==> src/rtl/axil_cmdreg_ctrl.sv <==
// AXI-Lite slave for a 4-word command register file driving a DMA-style engine.
// Optional macro AXIL_SKID_EN lets AW/W be captured while a B response is stalled.
module axil_cmdreg_ctrl #(
  parameter int DATA_W = 32,
  parameter int ADDR_W = 4,
  parameter int CNT_W  = 16
) (
  input  logic                  clk,
  input  logic                  rst,
  input  logic                  s_awvalid,
  output logic                  s_awready,
  input  logic [ADDR_W-1:0]     s_awaddr,
  input  logic                  s_wvalid,
  output logic                  s_wready,
  input  logic [DATA_W-1:0]     s_wdata,
  input  logic [DATA_W/8-1:0]   s_wstrb,
  output logic                  s_bvalid,
  input  logic                  s_bready,
  output logic [1:0]            s_bresp,
  input  logic                  s_arvalid,
  output logic                  s_arready,
  input  logic [ADDR_W-1:0]     s_araddr,
  output logic                  s_rvalid,
  input  logic                  s_rready,
  output logic [DATA_W-1:0]     s_rdata,
  output logic [1:0]            s_rresp,
  input  logic                  cmd_busy,
  output logic [2*DATA_W-1:0]   cmd_addr,
  output logic                  cmd_start
);

  localparam int STRB_W = DATA_W / 8;

  function automatic logic [DATA_W-1:0] strb_merge(input logic [DATA_W-1:0] old_v,
                                                   input logic [DATA_W-1:0] new_v,
                                                   input logic [STRB_W-1:0] strb);
    logic [DATA_W-1:0] r;
    r = old_v;
    for (int k = 0; k < STRB_W; k++) begin
      if (strb[k]) r[k*8 +: 8] = new_v[k*8 +: 8];
    end
    return r;
  endfunction

  logic                aw_full_q, aw_full_d;
  logic                w_full_q, w_full_d;
  logic [1:0]          aw_idx_q, aw_idx_d;
  logic [DATA_W-1:0]   w_data_q, w_data_d;
  logic [STRB_W-1:0]   w_strb_q, w_strb_d;
  logic                bvalid_q, bvalid_d;
  logic                rvalid_q, rvalid_d;
  logic [DATA_W-1:0]   rdata_q, rdata_d;
  logic [DATA_W-1:0]   ctrl_q, ctrl_d;
  logic [DATA_W-1:0]   lo_q, lo_d;
  logic [DATA_W-1:0]   hi_q, hi_d;
  logic [CNT_W-1:0]    cnt_q, cnt_d;
  logic                start_q, start_d;

  logic                aw_rdy, w_rdy, ar_rdy;
  logic                aw_hs, w_hs, ar_hs, commit;
  logic [DATA_W-1:0]   wr_cur, wr_merged, status_w, rd_mux;
  logic                unused_addr;

  assign unused_addr = ^{s_awaddr, s_araddr};
  assign status_w    = {cnt_q, {(DATA_W-CNT_W-1){1'b0}}, cmd_busy};

  always_comb begin
`ifdef AXIL_SKID_EN
    aw_rdy = !aw_full_q;
    w_rdy  = !w_full_q;
`else
    aw_rdy = !aw_full_q && !bvalid_q;
    w_rdy  = !w_full_q && !bvalid_q;
`endif
    ar_rdy = !rvalid_q || s_rready;
    aw_hs  = s_awvalid && aw_rdy;
    w_hs   = s_wvalid && w_rdy;
    ar_hs  = s_arvalid && ar_rdy;
    commit = aw_full_q && w_full_q && (!bvalid_q || s_bready);

    unique case (aw_idx_q)
      2'd0:    wr_cur = ctrl_q;
      2'd2:    wr_cur = lo_q;
      2'd3:    wr_cur = hi_q;
      default: wr_cur = '0;
    endcase
    wr_merged = strb_merge(wr_cur, w_data_q, w_strb_q);

    unique case (s_araddr[3:2])
      2'd0:    rd_mux = ctrl_q;
      2'd1:    rd_mux = status_w;
      2'd2:    rd_mux = lo_q;
      default: rd_mux = hi_q;
    endcase
  end

  always_comb begin
    aw_full_d = aw_full_q;
    w_full_d  = w_full_q;
    aw_idx_d  = aw_idx_q;
    w_data_d  = w_data_q;
    w_strb_d  = w_strb_q;
    bvalid_d  = bvalid_q;
    rvalid_d  = rvalid_q;
    rdata_d   = rdata_q;
    ctrl_d    = ctrl_q;
    lo_d      = lo_q;
    hi_d      = hi_q;
    cnt_d     = cnt_q;
    start_d   = 1'b0;

    // A slot can only be captured while empty and only committed while full,
    // so capture and commit never collide on the same slot.
    if (commit) begin
      aw_full_d = 1'b0;
      w_full_d  = 1'b0;
      cnt_d     = cnt_q + CNT_W'(1);
      unique case (aw_idx_q)
        2'd0: begin
          ctrl_d  = wr_merged & ~{{(DATA_W-1){1'b0}}, 1'b1};
          start_d = w_strb_q[0] && w_data_q[0];
        end
        2'd2:    lo_d = wr_merged;
        2'd3:    hi_d = wr_merged;
        default: ;
      endcase
    end
    if (aw_hs) begin
      aw_full_d = 1'b1;
      aw_idx_d  = s_awaddr[3:2];
    end
    if (w_hs) begin
      w_full_d = 1'b1;
      w_data_d = s_wdata;
      w_strb_d = s_wstrb;
    end

    if (bvalid_q && s_bready) bvalid_d = 1'b0;
    if (commit)               bvalid_d = 1'b1;

    if (s_rready) rvalid_d = 1'b0;
    if (ar_hs) begin
      rvalid_d = 1'b1;
      rdata_d  = rd_mux;
    end
  end

  always_ff @(posedge clk) begin
    if (rst) begin
      aw_full_q <= 1'b0;
      w_full_q  <= 1'b0;
      bvalid_q  <= 1'b0;
      rvalid_q  <= 1'b0;
      rdata_q   <= '0;
      ctrl_q    <= '0;
      lo_q      <= '0;
      hi_q      <= '0;
      cnt_q     <= '0;
      start_q   <= 1'b0;
    end else begin
      aw_full_q <= aw_full_d;
      w_full_q  <= w_full_d;
      bvalid_q  <= bvalid_d;
      rvalid_q  <= rvalid_d;
      rdata_q   <= rdata_d;
      ctrl_q    <= ctrl_d;
      lo_q      <= lo_d;
      hi_q      <= hi_d;
      cnt_q     <= cnt_d;
      start_q   <= start_d;
    end
  end

  // Slot payloads are qualified by the full flags, so they need no reset.
  always_ff @(posedge clk) begin
    aw_idx_q <= aw_idx_d;
    w_data_q <= w_data_d;
    w_strb_q <= w_strb_d;
  end

  assign s_awready = aw_rdy;
  assign s_wready  = w_rdy;
  assign s_arready = ar_rdy;
  assign s_bvalid  = bvalid_q;
  assign s_bresp   = 2'b00;
  assign s_rvalid  = rvalid_q;
  assign s_rdata   = rdata_q;
  assign s_rresp   = 2'b00;
  assign cmd_addr  = {hi_q, lo_q};
  assign cmd_start = start_q;

endmodule

==> config.mk <==
export PLATFORM = sky130hd
export DESIGN_NAME = axil_cmdreg_ctrl
export DESIGN_NICKNAME = d
export VERILOG_FILES = /design/src/rtl/axil_cmdreg_ctrl.sv
export SDC_FILE = /design/constraint.sdc
export NUM_CORES = 1
export LEC_CHECK = 0
export CORE_MARGIN = 3
export CORE_UTILIZATION = 52
export CTS_CLUSTER_SIZE = 20
export DETAILED_ROUTE_END_ITERATION = 6
export GPL_TIMING_DRIVEN = 0
export PLACE_DENSITY = 0.8
export SYNTH_ARGS = -nofsm -noshare
export SYNTH_HDL_FRONTEND = slang
export SYNTH_SLANG_ARGS = --single-unit
export TNS_END_PERCENT = 20
==> constraint.sdc <==
create_clock -name clk -period 2.22 [get_ports clk]
set_input_delay 0.333 -clock clk [delete_from_list [all_inputs] [get_ports clk]]
set_output_delay 0.333 -clock clk [all_outputs]
set_load 0.01 [all_outputs]
==> impl_results.md, run 1 <==
- RSZ-0062 raised after global routing: true
- TritonCTS clock tree: built
- Peak supply drop: ~540 uV
- Sequential share of the synthesized area: 50.4%
- Leak: 3.82 nW
- Drt pass-1 iters: 6
- Die Ht: about 130 um
- Post-synthesis mux area share: 10.7%
- Final setup TNS: 0 ns
- Synth top area share: 36.4%
- Via count: 7,571
- Sw Share: between 20% and 30%
- Post-route ant nets: 0
- Setup crit end kind: flop
- Via-to-Cell Ratio: 5.84
- CTS Buf Count: 17
- Most frequent cells in the layout: nor2_1, dfxtp_1, clkdlybuf4s50_1
- Die area: around 17,000 sq um
- Slew margin rel.: 51.4%
- Complex-gate fraction of the synthesized area: between 7 and 8%
- Final Setup Violations: 0
- Ant diodes: 0
- Post-DP HPWL: 17.0 mm
- Antenna violations before repair: 0
- Post-Route WL: 24.6 mm
- Top cell type by total area after synthesis: dfxtp_1
- Combinational family with the most area after synthesis: simple AND/OR/NAND/NOR gates
- Share of total power in combinational logic: 10.2%
- GRT Resource Usage Total: between 20% and 30%
- H-tree levels: 4
- CTS Sinks: 186
- Clock-pin slew on the worst setup and hold paths: 0.07 ns
- Status: finished, final reports clean
- Main flop type after synthesis: dfxtp_1
- Layout overhead on the synthesized area: 29.5%
- Critical path type: flop to flop
- Minimum clock period: 2.19 ns
- DIE WIDTH: 131 um
- Part of the cycle the worst path needs: 98.5%
- Grt ovf: 0
- Crit path DAT: approximately 2.5 ns
- Sw power: 1.82 mW
- Max-slew violation count: 0
- CTS Buffer Depth: 2
- # rows: 45
- Synth area leaders: dfxtp_1, edfxtp_1, nor2_1
- HP Class: input pin to flop
- FF-to-FF path depth: 6
- Vias in the first global route: 7,314
- Max Clock Freq: 457 MHz
- Max Cap Violations: 0
- Yosys warnings: 0
- Initial DRC count: 831
- Worst slew pin tran: 0.729 ns
- Layout net count: 1,126
- Number of flops mapped to enable cells by yosys: 38
- Boundary Pins: 158
- FF+latch count, synth: 186
- Hold path depth: 3
- Hold Buf Count CTS: 0
- Req. time, crit path: 2.57 ns
- Share of cells above drive strength 1: 8.75%
- Post-synthesis adder-cell area fraction: less than 1%
- DR WL/cell: 19.0 um
- Async S/R FF share, synth: 0%
- Commonest non-fill, non-tap cell in the layout: nor2_1
- Final Hold Viols: 0
- Clock power share: 41.9%
- Largest net degree at the start of global routing: 21
- Post-Route Skew: 0.00701 ns
- Port Buf Inserts: about 150
- Average cell area after synthesis: 9.02 sq um
- Clk Latency, worst-skew pair: roughly 0.44 ns
- Starting Density: between 50% and 60%
- Cell Area, Placed: 9920 sq um
- Crit-path max FO: 10
- WHS: around 0.39 ns
- Internal Power: 5.78 mW
- GPL Wtd Cong: 0.896
- DRC: 0
- Synth unique cells: 40
- Root Buffer Master: clkbuf_16
- Syn Std Cell Area: 8150 sq um
- Synth Area in Simple Gates: 26.4%
- Area of the core: 15,300 sq um
- First-pass GRT wire length: 39.0 mm
- Worst Setup Start Kind: flop
- Pwr Density: ~720 nW/um^2
- Synthesized netlist cell count: 904
- Synth Area in XOR/XNOR: less than 1%
- Final Instance Area: 10,600 sq um
- Finished Core Util: 69.2%
- Reg power frac: 48.0%
-- through the flow --
step	setup WS (ns)	std cells	power, mW
3_5_place_dp	-0.311	1265	4.47
6_report	0.0336	1297	7.60
3_3_place_gp	-0.394	1264	4.45
2_1_floorplan	0.302	907	4.12
4_1_cts	0.0260	1297	7.59
5_1_grt	-0.0279	1297	7.83
-- cells in the mapped netlist, drive strengths merged (6+ instances only) --
master	number
mux4	16
dfxtp	148
mux2i	32
or4	6
nand3	7
a221oi	15
mux2	16
nor3	114
nand2b	37
a21oi	29
nand2	73
o221ai	31
edfxtp	38
buf	20
clkbuf	58
nor2	219
-- metal layers --
| layer | GRT usage (%) | routed length (um) | vias to the layer above |
|---|---|---|---|
| met4 | 12.2 | 846 | 0 |
| met1 | 37.5 | 9970 | 3549 |
| li1 | - | - | 3505 |
| met3 | 6.62 | 2380 | 73 |
| met2 | 44.8 | 11400 | 444 |
| met5 | 0 | 0 | - |
-- worst max-delay path, stage by stage (launching register included) --
cell and delay (ns):
edfxtp_1 0.55, clkbuf_2 0.31, and4_1 0.21, clkbuf_1 0.19, clkbuf_1 0.59, nor2_1 0.08
nor3_1 0.17
-- power groups by stage --
stage                     sequential (mW)  clock [mW]  combinational (mW)
after floorplan                      3.71           0               0.402
after global placement               3.72           0               0.735
after detailed placement             3.72           0               0.757
after CTS                            3.64        3.19               0.763
after global routing                 3.65        3.35               0.830
final                                3.65        3.18               0.772
-- final timing paths --
check | start | endpoint | slack [ns]
worst max-delay path | aw_idx_q[1] | hi_q[22] | 0.03
worst min-delay path | rst | s_rdata[17] | 0.39
worst max register to register | aw_idx_q[1] | hi_q[22] | 0.03
worst min register to register | s_rdata[24] | s_rdata[24] | 0.45
-- flip-flops by register name (all words and copies together) (netlist names) --
signal / count
cmd_start: 1
aw_idx_q: 2
hi_q: 32
lo_q: 32
w_full_q: 1
cnt_q: 16
s_bvalid: 1
s_rvalid: 1
w_data_q: 32
w_strb_q: 4
aw_full_q: 1
s_rdata: 32
ctrl_q: 31
-- timing repair --
item                       CTS  global route
pin swaps                    0             0
setup endpoints to repair   72            78
setup buffers                0             0
resized for setup            3            28
-- cell type report --
type,count,area [sq um]
Clock inverter,13,178
Tap cell,211,264
Buffer,78,344
Sequential cell,186,4100
Fill cell,1193,4710
Multi-Input combinational cell,640,3730
Inverter,3,11.3
Clock buffer,19,433
Timing Repair Buffer,147,1490
-- cell families (layout without fill, tap and decap cells) --
family / count (synthesis) / after routing
xor gates and xnor gates: 7 / 7
AOI/OAI and AO/OA: 85 / 85
buffers and inverters: 81 / 260
and+or+nand+nor: 479 / 479
other: 1 / 4
muxes: 64 / 64
DFF: 186 / 186
adders and majority gates: 1 / 1
No activity file was read; power rests on OpenSTA's default activity.
==> run 2, diff against run 1 <==
- CORE_ASPECT_RATIO: default -> 1.25
- TNS_END_PERCENT: 20 -> 30
==> run 2 against run 1 <==
  * Worst hold slack lost 0.020 ns
  * Fmax down 0.35%
  * Flip-flop and latch count stayed put
  * Clock skew increased by 0.0011 ns
  * Cell count down 0.23%
  * Critical path depth rose by 1
  * Global-route usage increased by 0.31 points
  * Highest routed layer unchanged
==> impl_results.md, run 2 (synthesized netlist as in run 1, its figures left out) <==
- Status: finished, final reports clean (unchanged)
- Crit-path max FO: 10 (unchanged)
- Part of the cycle the worst path needs: 98.8% (was 98.5%)
- TritonCTS clock tree: built (unchanged)
- CP Buf/Inv Count: 3 (unchanged)
- Grt ovf: 0 (unchanged)
- Port Buf Inserts: 146 (unchanged)
- HP Class: input pin to flop (unchanged)
- Drt pass-1 iters: 6 (unchanged)
- Share of total power in combinational logic: 10.3% (was 10.2%)
- Layout overhead on the synthesized area: 29.3% (was 29.5%)
- Share of cells above drive strength 1: 8.66% (was 8.75%)
- Vias in the first global route: 7,644 (was 7,314)
- Clk Latency, worst-skew pair: 0.44 ns (about the same)
- DIE WIDTH: 118 um (was 131 um)
- Most frequent cells in the layout: nor2_1, dfxtp_1, clkdlybuf4s50_1 (unchanged)
- Root Buffer Master: clkbuf_16 (unchanged)
- Sw power: 1.84 mW (was 1.82 mW)
- Reg power frac: 48.2% (was 48.0%)
- Sw Share: 24.3% (was 24.0%)
- Crit-path cells: nand2_1, clkbuf_1, or4_1, clkbuf_1, clkbuf_1, nor2_1, nor3_1 (was clkbuf_2, and4_1, clkbuf_1, clkbuf_1, nor2_1, nor3_1)
- Final setup TNS: 0 ns (unchanged)
- Clock-pin slew on the worst setup and hold paths: 0.07 ns (about the same)
- CP most frequent cell: clkbuf_1 (unchanged)
- CTS Sinks: 186 (unchanged)
- GPL Wtd Cong: 0.931 (was 0.896)
- Critical path type: flop to flop (unchanged)
- Max Clock Freq: 456 MHz (was 457 MHz)
- RSZ-0062 raised after global routing: true (unchanged)
- Worst Setup Start Kind: flop (unchanged)
- Via count: 7,624 (was 7,571)
- RR Endpoint: ctrl_q[8] (was hi_q[22])
- CP delay by family, top: buffers and inverters (unchanged)
- Post-cts sizing count: 3 (unchanged)
- GRT Resource Usage Total: 28.6% (was 28.3%)
- Final Hold Viols: 0 (unchanged)
- Setup bufs post-CTS: 0 (unchanged)
- Slowest stage cell, crit path: clkbuf_1 (unchanged)
- Largest net degree at the start of global routing: 20 (was 21)
- Post-Route Skew: 0.00811 ns (was 0.00701 ns)
- Internal Power: 5.72 mW (was 5.78 mW)
- Via-to-Cell Ratio: 5.89 (was 5.84)
- R2R Setup Slk: 0.03 ns (about the same)
- # rows: 50 (was 45)
- DR WL/cell: 19.3 um (was 19.0 um)
- Setup crit end kind: flop (unchanged)
- Post-DP HPWL: 17.4 mm (was 17.0 mm)
- Hold Buf Count CTS: 0 (unchanged)
- Minimum clock period: 2.19 ns (about the same)
- Initial DRC count: 598 (was 831)
- Worst slew pin tran: 0.792 ns (was 0.729 ns)
- Hold path depth: 2 (was 3)
- Max incr delay on CP: 0.49 ns (was 0.59 ns)
- Post-route ant nets: 0 (unchanged)
- Worst Hold End: s_rdata[7] (was s_rdata[17])
- Layout net count: 1,126 (unchanged)
- CTS Buf Count: 17 (unchanged)
- CTS Buffer Depth: 2 (unchanged)
- Boundary Pins: 158 (unchanged)
- Die Ht: 146 um (was 131 um)
- Slew margin rel.: 47.2% (was 51.4%)
- DRC: 0 (unchanged)
- Peak supply drop: 469 uV (was 544 uV)
- Placed Instances: 1,262 (was 1,265)
- Max Cap Violations: 0 (unchanged)
- Hold Startpoint: rst (unchanged)
- Antenna violations before repair: 0 (unchanged)
- Leak: 3.82 nW (about the same)
- FF-to-FF path depth: 7 (was 6)
- Final Setup Violations: 0 (unchanged)
- Commonest non-fill, non-tap cell in the layout: nor2_1 (unchanged)
- Ant diodes: 0 (unchanged)
- Die area: 17,200 sq um (about the same)
- Req. time, crit path: 2.58 ns (was 2.57 ns)
- Origin of the critical flop-to-flop path: aw_full_q (was aw_idx_q[1])
- First-pass GRT wire length: 39.1 mm (was 39.0 mm)
- Pwr Density: 717 nW/um^2 (was 720 nW/um^2)
- H-tree levels: 4 (unchanged)
- Post-Route WL: 25.0 mm (was 24.6 mm)
- Max-slew violation count: 0 (unchanged)
- Area of the core: 15,100 sq um (was 15,300 sq um)
- Starting Density: 53.8% (was 53.4%)
- Clock power share: 41.5% (was 41.9%)
- Crit path DAT: 2.55 ns (was 2.54 ns)
- Finished Layout Cells: 1,294 (was 1,297)
==> run 2: changes by cell type in the layout (fill, tap and decap cells not counted), moves of 2 or more <==
cell / change
clkbuf_1: +3
buf_2: -2
bufinv_16: -2
clkinvlp_4: -2
clkbuf_8: +3
inv_6: +2
clkinv_4: -2
==> run 2: stage by stage <==
stage | worst slack [ns] | utilization [%] | area, sq um | hold slack (ns) | total power [mW]
after floorplan | 0.302 | - | 8160 | 0.432 | 4.12
after global placement | -0.423 | 65.3 | 9880 | 0.445 | 4.46
after detailed placement | -0.283 | 65.5 | 9910 | 0.447 | 4.48
after CTS | 0.0301 | 69.5 | 10500 | 0.375 | 7.54
after global routing | -0.0499 | 69.6 | 10500 | 0.382 | 7.75
final | 0.0260 | 69.6 | 10500 | 0.367 | 7.56
==> run 2: layer usage <==
| metal | share of wire, % | GRT usage [%] |
|---|---|---|
| met3 | 7.9 | 7.70 |
| met2 | 50 | 49.3 |
| met4 | 4.0 | 15.1 |
| met1 | 38 | 32.5 |
| met5 | 0 | 0 |
==> run 2: final cells by class <==
type	instances	area [sq um]
repair buffers	147	1490
fillers	1209	4600
plain buffers	78	342
multi-input cells	640	3730
well taps	208	260
flip-flops and latches	186	4100
inverters	3	11.3
clock inverters	9	105
clock buffers	23	499
==> run 2: worst max path at each step <==
stage / from / to / slack [ns] / depth (start not counted)
after floorplan: s_bvalid / w_data_q[0] / 0.30 / 2
after global placement: s_wvalid / w_strb_q[3] / -0.42 / 2
after detailed placement: s_bready / ctrl_q[28] / -0.28 / 7
after CTS: aw_idx_q[1] / ctrl_q[19] / 0.03 / 5
after global routing: aw_full_q / ctrl_q[3] / -0.05 / 7
final: aw_full_q / ctrl_q[8] / 0.03 / 7
==> run 2: power by group through the flow <==
stage,sequential (mW),clock [mW],combinational (mW)
3_3_place_gp,3.71,0,0.746
6_report,3.64,3.13,0.782
2_1_floorplan,3.71,0,0.402
3_5_place_dp,3.71,0,0.767
4_1_cts,3.64,3.12,0.774
5_1_grt,3.65,3.26,0.838
==> run 3, diff against run 2 <==
- PLACE_DENSITY: 0.8 -> default
- PLACE_DENSITY_LB_ADDON: default -> 0.2
==> run 3 against run 2 <==
  * Setup slack worse by 0.0015 ns
  * Die area did not move
  * Non-clock buffer count stayed put
  * Cell count is the same
  * Highest routed layer unchanged
  * Total power fell by 0.15%
  * Fmax barely moved
  * Register-to-register slack is essentially flat
  * Wire length is 0.84% lower
  * Global-route usage is 0.071 points higher
==> impl_results.md, run 3 (synthesized netlist as in run 1, its figures left out) <==
- Area of the core: 15,100 sq um (unchanged)
- Post-Route WL: 24.8 mm (was 25.0 mm)
- Share of cells above drive strength 1: 8.93% (was 8.66%)
- Sw power: 1.84 mW (about the same)
- Setup crit end kind: flop (unchanged)
- Post-DP HPWL: 17.1 mm (was 17.4 mm)
- Max Cap Violations: 0 (unchanged)
- Max Clock Freq: 455 MHz (was 456 MHz)
- Max-slew violation count: 0 (unchanged)
- Post-route ant nets: 0 (unchanged)
- Antenna violations before repair: 0 (unchanged)
- Final Setup Violations: 0 (unchanged)
- Boundary Pins: 158 (unchanged)
- Commonest non-fill, non-tap cell in the layout: nor2_1 (unchanged)
- TritonCTS clock tree: built (unchanged)
- Clock-pin slew on the worst setup and hold paths: 0.07 ns (about the same)
- Clk Latency, worst-skew pair: 0.44 ns (about the same)
- Part of the cycle the worst path needs: 98.9% (was 98.8%)
- Share of total power in combinational logic: 10.3% (about the same)
- First-pass GRT wire length: 39.2 mm (was 39.1 mm)
- Leak: 3.82 nW (about the same)
- Via-to-Cell Ratio: 5.82 (was 5.89)
- Ant diodes: 0 (unchanged)
- Layout overhead on the synthesized area: 29.3% (unchanged)
- Reg power frac: 48.2% (about the same)
- Vias in the first global route: 7,361 (was 7,644)
- Finished Core Util: 69.6% (unchanged)
- CTS Buf Count: 17 (unchanged)
- HP Class: input pin to flop (unchanged)
- Port Buf Inserts: 146 (unchanged)
- Root Buffer Master: clkbuf_16 (unchanged)
- Final Hold Viols: 0 (unchanged)
- CTS Sinks: 186 (unchanged)
- Largest net degree at the start of global routing: 22 (was 20)
- Die Ht: 146 um (unchanged)
- Slew margin rel.: 50.6% (was 47.2%)
- GRT Resource Usage Total: 28.7% (was 28.6%)
- Req. time, crit path: 2.58 ns (about the same)
- Grt ovf: 0 (unchanged)
- H-tree levels: 4 (unchanged)
- Peak supply drop: 479 uV (was 469 uV)
- Minimum clock period: 2.20 ns (was 2.19 ns)
- Status: finished, final reports clean (unchanged)
- DIE WIDTH: 118 um (unchanged)
- DR WL/cell: 19.2 um (was 19.3 um)
- Starting Density: 53.8% (unchanged)
- Worst slew pin tran: 0.741 ns (was 0.792 ns)
- Internal Power: 5.71 mW (was 5.72 mW)
- Sw Share: 24.4% (was 24.3%)
- Final setup TNS: 0 ns (unchanged)
- Layout net count: 1,126 (unchanged)
- Pwr Density: 716 nW/um^2 (was 717 nW/um^2)
- RSZ-0062 raised after global routing: true (unchanged)
- Die area: 17,200 sq um (unchanged)
- Post-Route Skew: 0.00555 ns (was 0.00811 ns)
- CTS Buffer Depth: 2 (unchanged)
- Critical path type: flop to flop (unchanged)
- Via count: 7,529 (was 7,624)
- Drt pass-1 iters: 5 (was 6)
- Crit path DAT: 2.55 ns (about the same)
- GPL Wtd Cong: 0.864 (was 0.931)
- Crit-path max FO: 10 (unchanged)
- Worst Setup Start Kind: flop (unchanged)
- DRC: 0 (unchanged)
- Initial DRC count: 723 (was 598)
- # rows: 50 (unchanged)
- Clock power share: 41.4% (was 41.5%)
- Most frequent cells in the layout: nor2_1, dfxtp_1, clkdlybuf4s50_1 (unchanged)
-- run 3: worst max-delay path: stages (launching register included) --
cell,delay (ns)
dfxtp_1,0.35
nand2_1,0.11
clkbuf_1,0.42
or4_1,0.18
clkbuf_1,0.24
clkbuf_1,0.52
nor2_1,0.10
nor3_1,0.19
-- run 3: power groups by stage --
| stage | combinational, mW | clock, mW | sequential, mW |
|---|---|---|---|
| 2_1_floorplan | 0.402 | 0 | 3.71 |
| 3_3_place_gp | 0.746 | 0 | 3.72 |
| 3_5_place_dp | 0.764 | 0 | 3.71 |
| 4_1_cts | 0.771 | 3.13 | 3.64 |
| 5_1_grt | 0.839 | 3.27 | 3.65 |
| 6_report | 0.779 | 3.13 | 3.64 |
-- run 3: cell type report --
cell class,instances,area [sq um]
Fill cell,1221,4600
Sequential cell,186,4100
Multi-Input combinational cell,640,3730
Timing Repair Buffer,147,1480
Clock buffer,22,495
Buffer,78,345
Tap cell,208,260
Clock inverter,10,113
Inverter,3,11.3
-- run 3: repair_timing --
item / CTS / global route
resized for setup: 6 / 22
hold buffers: 0 / 0
setup buffers: 0 / 0
endpoints found under the setup margin: 75 / 91
-- run 3: routing by layer --
metal,track usage (%),vias up,part of all wire [%]
met2,50.1,376,50
met3,6.53,48,8.6
li1,-,3503,-
met4,11.0,0,2.3
met1,34.5,3602,39
met5,0,-,0
-- run 3: final timing paths --
path	slack (ns)	endpoint	start	cells after the start
worst max-delay path	0.02	ctrl_q[13]	aw_full_q	7
worst min register to register	0.45	s_rdata[26]	s_rdata[26]	2
worst min-delay path	0.39	s_rdata[13]	rst	2
worst max register to register	0.02	ctrl_q[13]	aw_full_q	7
-- run 3: through the flow --
stage / instance area [sq um] / worst slack (ns) / hold slack, ns / instances / total power [mW]
CTS: 10500 / -0.0204 / 0.380 / 1294 / 7.54
global route: 10500 / -0.0778 / 0.411 / 1294 / 7.76
detailed placement: 9900 / -0.328 / 0.447 / 1262 / 4.48
finish: 10500 / 0.0245 / 0.386 / 1294 / 7.55
global placement: 9880 / -0.470 / 0.443 / 1261 / 4.46
floorplan: 8160 / 0.302 / 0.432 / 907 / 4.12
